**config.mk**
```make
export PLATFORM = sky130hd
export DESIGN_NAME = bsr_chain
export DESIGN_NICKNAME = d
export VERILOG_FILES = /design/src/rtl/bsr_pkg.sv /design/src/rtl/bsr_len_check.sv /design/src/rtl/bsr_chain.sv
export SDC_FILE = /design/constraint.sdc
export NUM_CORES = 1
export LEC_CHECK = 0
export CORE_AREA = 2 2 63 65
export CTS_BUF_LIST = sky130_fd_sc_hd__clkbuf_8 sky130_fd_sc_hd__clkbuf_16
export CTS_CLUSTER_DIAMETER = 150
export DETAILED_ROUTE_END_ITERATION = 6
export DIE_AREA = 0 0 65 67
export PLACE_DENSITY = 0.64
export SLEW_MARGIN = 20
export SYNTH_ARGS = -nofsm -noshare
export SYNTH_HDL_FRONTEND = slang
export SYNTH_SLANG_ARGS = --single-unit
```
**constraint.sdc**
```tcl
create_clock -name Clock -period 3.6 [get_ports Clock]
set_input_delay 0.9 -clock Clock [delete_from_list [all_inputs] [get_ports Clock]]
set_output_delay 0.9 -clock Clock [all_outputs]
set_load 0.1 [all_outputs]
```
**src/rtl/bsr_pkg.sv**
```systemverilog
// Shared definitions for the boundary-scan register chain: output mode encodings and default width.
package bsr_pkg;

    localparam int BSR_DEF_WIDTH = 8;

    typedef enum logic [1:0] {
        BSR_MODE_TRANSPARENT = 2'b00,
        BSR_MODE_EXTEST      = 2'b01,
        BSR_MODE_CLAMP       = 2'b10,
        BSR_MODE_RSVD        = 2'b11
    } bsr_mode_e;

endpackage

```
**src/rtl/bsr_len_check.sv**
```systemverilog
// Shift counter and sticky length-error flag for the boundary-scan chain.
module bsr_len_check #(
    parameter int WIDTH = bsr_pkg::BSR_DEF_WIDTH,
    parameter int CNTW  = $clog2(WIDTH + 1) + 1
) (
    input  logic            Clock,
    input  logic            Reset,
    input  logic            i_capture,
    input  logic            i_shift,
    input  logic            i_update,
    output logic [CNTW-1:0] o_count,
    output logic            o_len_err
);

    localparam logic [CNTW-1:0] LP_SAT   = '1;
    localparam logic [CNTW-1:0] LP_WIDTH = CNTW'(WIDTH);

    logic [CNTW-1:0] r_count;
    logic            r_len_err;

    always_ff @(posedge Clock or posedge Reset) begin
        if (Reset) begin
            r_count   <= '0;
            r_len_err <= 1'b0;
        end else begin
            if (i_capture)
                r_count <= '0;
            else if (i_shift && r_count != LP_SAT)
                r_count <= r_count + 1'b1;

            // A bad update wins over a coincident capture; the flag only clears on a lone capture.
            if (i_update && r_count != LP_WIDTH)
                r_len_err <= 1'b1;
            else if (i_capture && !i_update)
                r_len_err <= 1'b0;
        end
    end

    assign o_count   = r_count;
    assign o_len_err = r_len_err;

endmodule

```
**src/rtl/bsr_chain.sv**
```systemverilog
// Parametrised boundary-scan register: shift stage, update stage and 2-bit output mode mux.
// Define BSR_SAFE_RESET_EN to reset the update stage to SAFE_VALUE instead of zero.
module bsr_chain
    import bsr_pkg::*;
#(
    parameter int               WIDTH      = BSR_DEF_WIDTH,
    parameter int               CNTW       = $clog2(WIDTH + 1) + 1,
    parameter logic [WIDTH-1:0] SAFE_VALUE = {WIDTH{1'b0}}
) (
    input  logic             Clock,
    input  logic             Reset,
    input  logic [WIDTH-1:0] Data_IN,
    input  logic             ShiftIn,
    input  logic             CaptureDR,
    input  logic             ShiftDR,
    input  logic             UpdateDR,
    input  logic [1:0]       Mode,
    output logic [WIDTH-1:0] Data_OUT,
    output logic             ShiftOut,
    output logic [CNTW-1:0]  ShiftCount,
    output logic             LenErr
);

    logic [WIDTH-1:0] r_sr;
    logic [WIDTH-1:0] r_ur;
    logic [WIDTH-1:0] w_sr_shifted;

    generate
        if (WIDTH == 1) begin : g_w1
            assign w_sr_shifted = ShiftIn;
        end else begin : g_wn
            assign w_sr_shifted = {ShiftIn, r_sr[WIDTH-1:1]};
        end
    endgenerate

    always_ff @(posedge Clock or posedge Reset) begin
        if (Reset)
            r_sr <= '0;
        else if (CaptureDR)
            r_sr <= Data_IN;
        else if (ShiftDR)
            r_sr <= w_sr_shifted;
    end

    // UR samples the pre-edge SR, so update may coincide with shift or capture.
    always_ff @(posedge Clock or posedge Reset) begin
        if (Reset)
`ifdef BSR_SAFE_RESET_EN
            r_ur <= SAFE_VALUE;
`else
            r_ur <= '0;
`endif
        else if (UpdateDR)
            r_ur <= r_sr;
    end

    always_comb begin
        Data_OUT = r_ur;
        case (Mode)
            BSR_MODE_TRANSPARENT: Data_OUT = Data_IN;
            BSR_MODE_CLAMP:       Data_OUT = SAFE_VALUE;
            default:              Data_OUT = r_ur;
        endcase
    end

    assign ShiftOut = r_sr[0];

    bsr_len_check #(
        .WIDTH (WIDTH),
        .CNTW  (CNTW)
    ) u_len_check (
        .Clock     (Clock),
        .Reset     (Reset),
        .i_capture (CaptureDR),
        .i_shift   (ShiftDR),
        .i_update  (UpdateDR),
        .o_count   (ShiftCount),
        .o_len_err (LenErr)
    );

endmodule

```
==> results.ini <==
[run_status]
status=finished, final reports clean

[placed_design]
place_area_sq_mm=0.00150
portBuffers=30
place_congestion=0.727
place_worst_setup_slack_ps=686

[die]
die_height_microns=67
coreArea_sq_mm=0.00361
die_area_sq_mm=0.00436
die_w_microns=65
io-pin-count=31
start_util_pct=30.0
rows=22

[yosys]
ys_warn_count=0
ys_types=22
async_flop_share_pct=100
syn_avg_cell_area_sq_um=11.6
synth_top_family_by_area=multiplexers
synth_top_area_share_pct=50.9
ys_ff_latch=22
synth_edf_count=0
yosysSeqAreaShare_pct=50.9
synth-xor-area-share_pct=1.62
synth-simple-area-share_pct=9.84
syn_nets=112
yosys.area.top_type=dfrtp_1
synth_most_common_cell=dfrtp_1
synthMuxAreaShare_pct=19.0
synth_commonest_cells=22 x dfrtp_1, 10 x mux2i_1, 8 x a22o_1, 8 x mux2_2, 8 x nand2_1
synth_compound_area_share_pct=11.1
synthCells=93
synth.area.top_cells=dfrtp_1 51%, mux2i_1 9.3%, mux2_2 8.3%
syn_area_sq_mm=0.00108
ys.flop_type=dfrtp_1
synth_adder_area_share_pct=3.47

[worst_setup_path]
worstReg2RegStart=u_len_check.o_count[0]
startpoint=Mode[0]
crit_path_max_fanout=8
slowest_stage=clkdlybuf4s50_1
worstPathArrival_ps=2020
worstPathCellList=clkdlybuf4s50_1 -> nor2_1 -> buf_4 -> a22o_1 -> buf_12
worst_setup_path_end_kind=output port
max_stage_delay_ps=490
critPathKind=input pin to output port
critPathRequiredTime_ps=2700
cp-start-kind=input pin

[drt]
num_vias=817
drcViolationCount=0
drt_first_pass_iters=4
drt-initial-drc-count=21
wl_microns=2500
post_drt_via_cell_ratio=4.72
avgRoutedWirePerCell_microns=14.5
postRouteAntennaNets=0

[clocking]
cts.sinks=22
cts-resized-gates=0
clkSlewWorstSetupHoldPaths_ps=80
clock_latency_ps=260
cts_buffer_depth=2
cts_setup_buffers=0
hold_buffers=0
root_buffer=clkbuf_8
h-tree-depth=1
cts_buffers=3
tritoncts=done

[sta]
finalWorstPathRequiredPeriod_ps=2920
finalSetupTns_ps=0
max_freq_mhz=342
fin_skew_ps=4.56
fin_crit_sh_pct=81.2
setup_slack_ps=677
final-hold-violation-count=0
max_slew_margin_pct=44.0
tightest_slew_ps=839
setup_violations=0
grt_setup_unrepaired=no
slew_viol_final=0

[power_and_ir_drop]
powerDensity_mw_per_mm2=493
p_leak_uw=0.000734
peakVddDrop_uv=152

[global_routing]
grt_max_degree=24
grt_pass1_vias=881
grt.overflow.total=0
grt_pass1_wl_microns=4230
track_usage_pct=12.8
antenna_found_initial=0

[run]
max_cap_violations=0

[layout]
syn_to_final_growth_pct=45.1
design_area_sq_mm=0.00157
final_core_util_pct=43.5
multi_input_area_sq_um=487
nFillCells=362
drive_gt1_share_pct=26.4
fin_nets=145
antennaDiodeCount=0
regArea_sq_um=551

[worst_hold_path]
min_from=r_ur[6]
hp-class=flip-flop to flip-flop

## stage by stage
step / std cells / total power, uW / hold slack [ps]
after detailed placement: 169 / 551 / 498
after CTS: 173 / 781 / 517
after floorplan: 93 / 459 / 481
final: 173 / 773 / 521
after global placement: 169 / 546 / 490
after global routing: 173 / 804 / 528
## flip-flops by register name, summed over array words and instances (netlist names)
signal	count
r_ur	8
u_len_check.o_count	5
r_sr	8
u_len_check.o_len_err	1
## logic make-up after synthesis
| kind of cell | Yosys count |
|---|---|
| simple gates | 20 |
| xor+xnor | 2 |
| buf+inv | 9 |
| mux | 19 |
| fa+ha+maj | 3 |
| compound gates | 18 |
| flops | 22 |
## power by group
part / internal [uW] / total [uW] / switching [uW]
clock: 148 / 229 / 80.1
combinational: 94.5 / 252 / 158
sequential: 273 / 292 / 19.6
total: 516 / 773 / 257
## layer usage
layer	wire length, microns	track usage, %
met1	1120	16.4
met2	1260	21.8
met3	124	3.04
met4	0	3.19
met5	0	0
## worst max-delay path: cells and delay by family
family,cells,cell delay (ps)
AO/OA/AOI/OAI,1,240
AND/OR/NAND/NOR,1,50
buffers and inverters,3,830
## path summary, 6_finish.rpt
path / slack, ps / endpoint / cells past startpoint
max: 680 / Data_OUT[5] / 5
min: 520 / r_ur[6] / 1
max reg2reg: 1750 / u_len_check.o_count[3] / 6
min reg2reg: 520 / r_ur[6] / 1
max in group asynchronous: 1970 / u_len_check.o_count[2] / 2
min in group asynchronous: 1100 / r_ur[3] / 2
## cells in the final DEF (no fill, tap or decap)
master,count
dfrtp_1,22
nor2b_1,1
mux2_2,8
inv_1,4
clkbuf_8,3
xor2_1,1
clkdlybuf4s50_1,15
and3_1,1
o21ai_0,4
buf_12,8
nand4_2,1
nand4bb_1,1
and2b_4,1
o21ai_1,6
mux2_4,1
bufinv_16,1
a22o_1,8
nor2_1,6
mux2i_1,10
ha_1,3
xnor2_1,1
nand3b_1,1
buf_4,10
nand2_1,8
## layout make-up
class | count | share of cell area [%]
Tap cell | 48 | 3.83
Clock inverter | 1 | 1.91
Sequential cell | 22 | 35.1
Multi-Input combinational cell | 62 | 31.0
Timing Repair Buffer | 33 | 24.6
Inverter | 4 | 0.957
Clock buffer | 3 | 2.63
No activity file was read; power rests on OpenSTA's default activity.
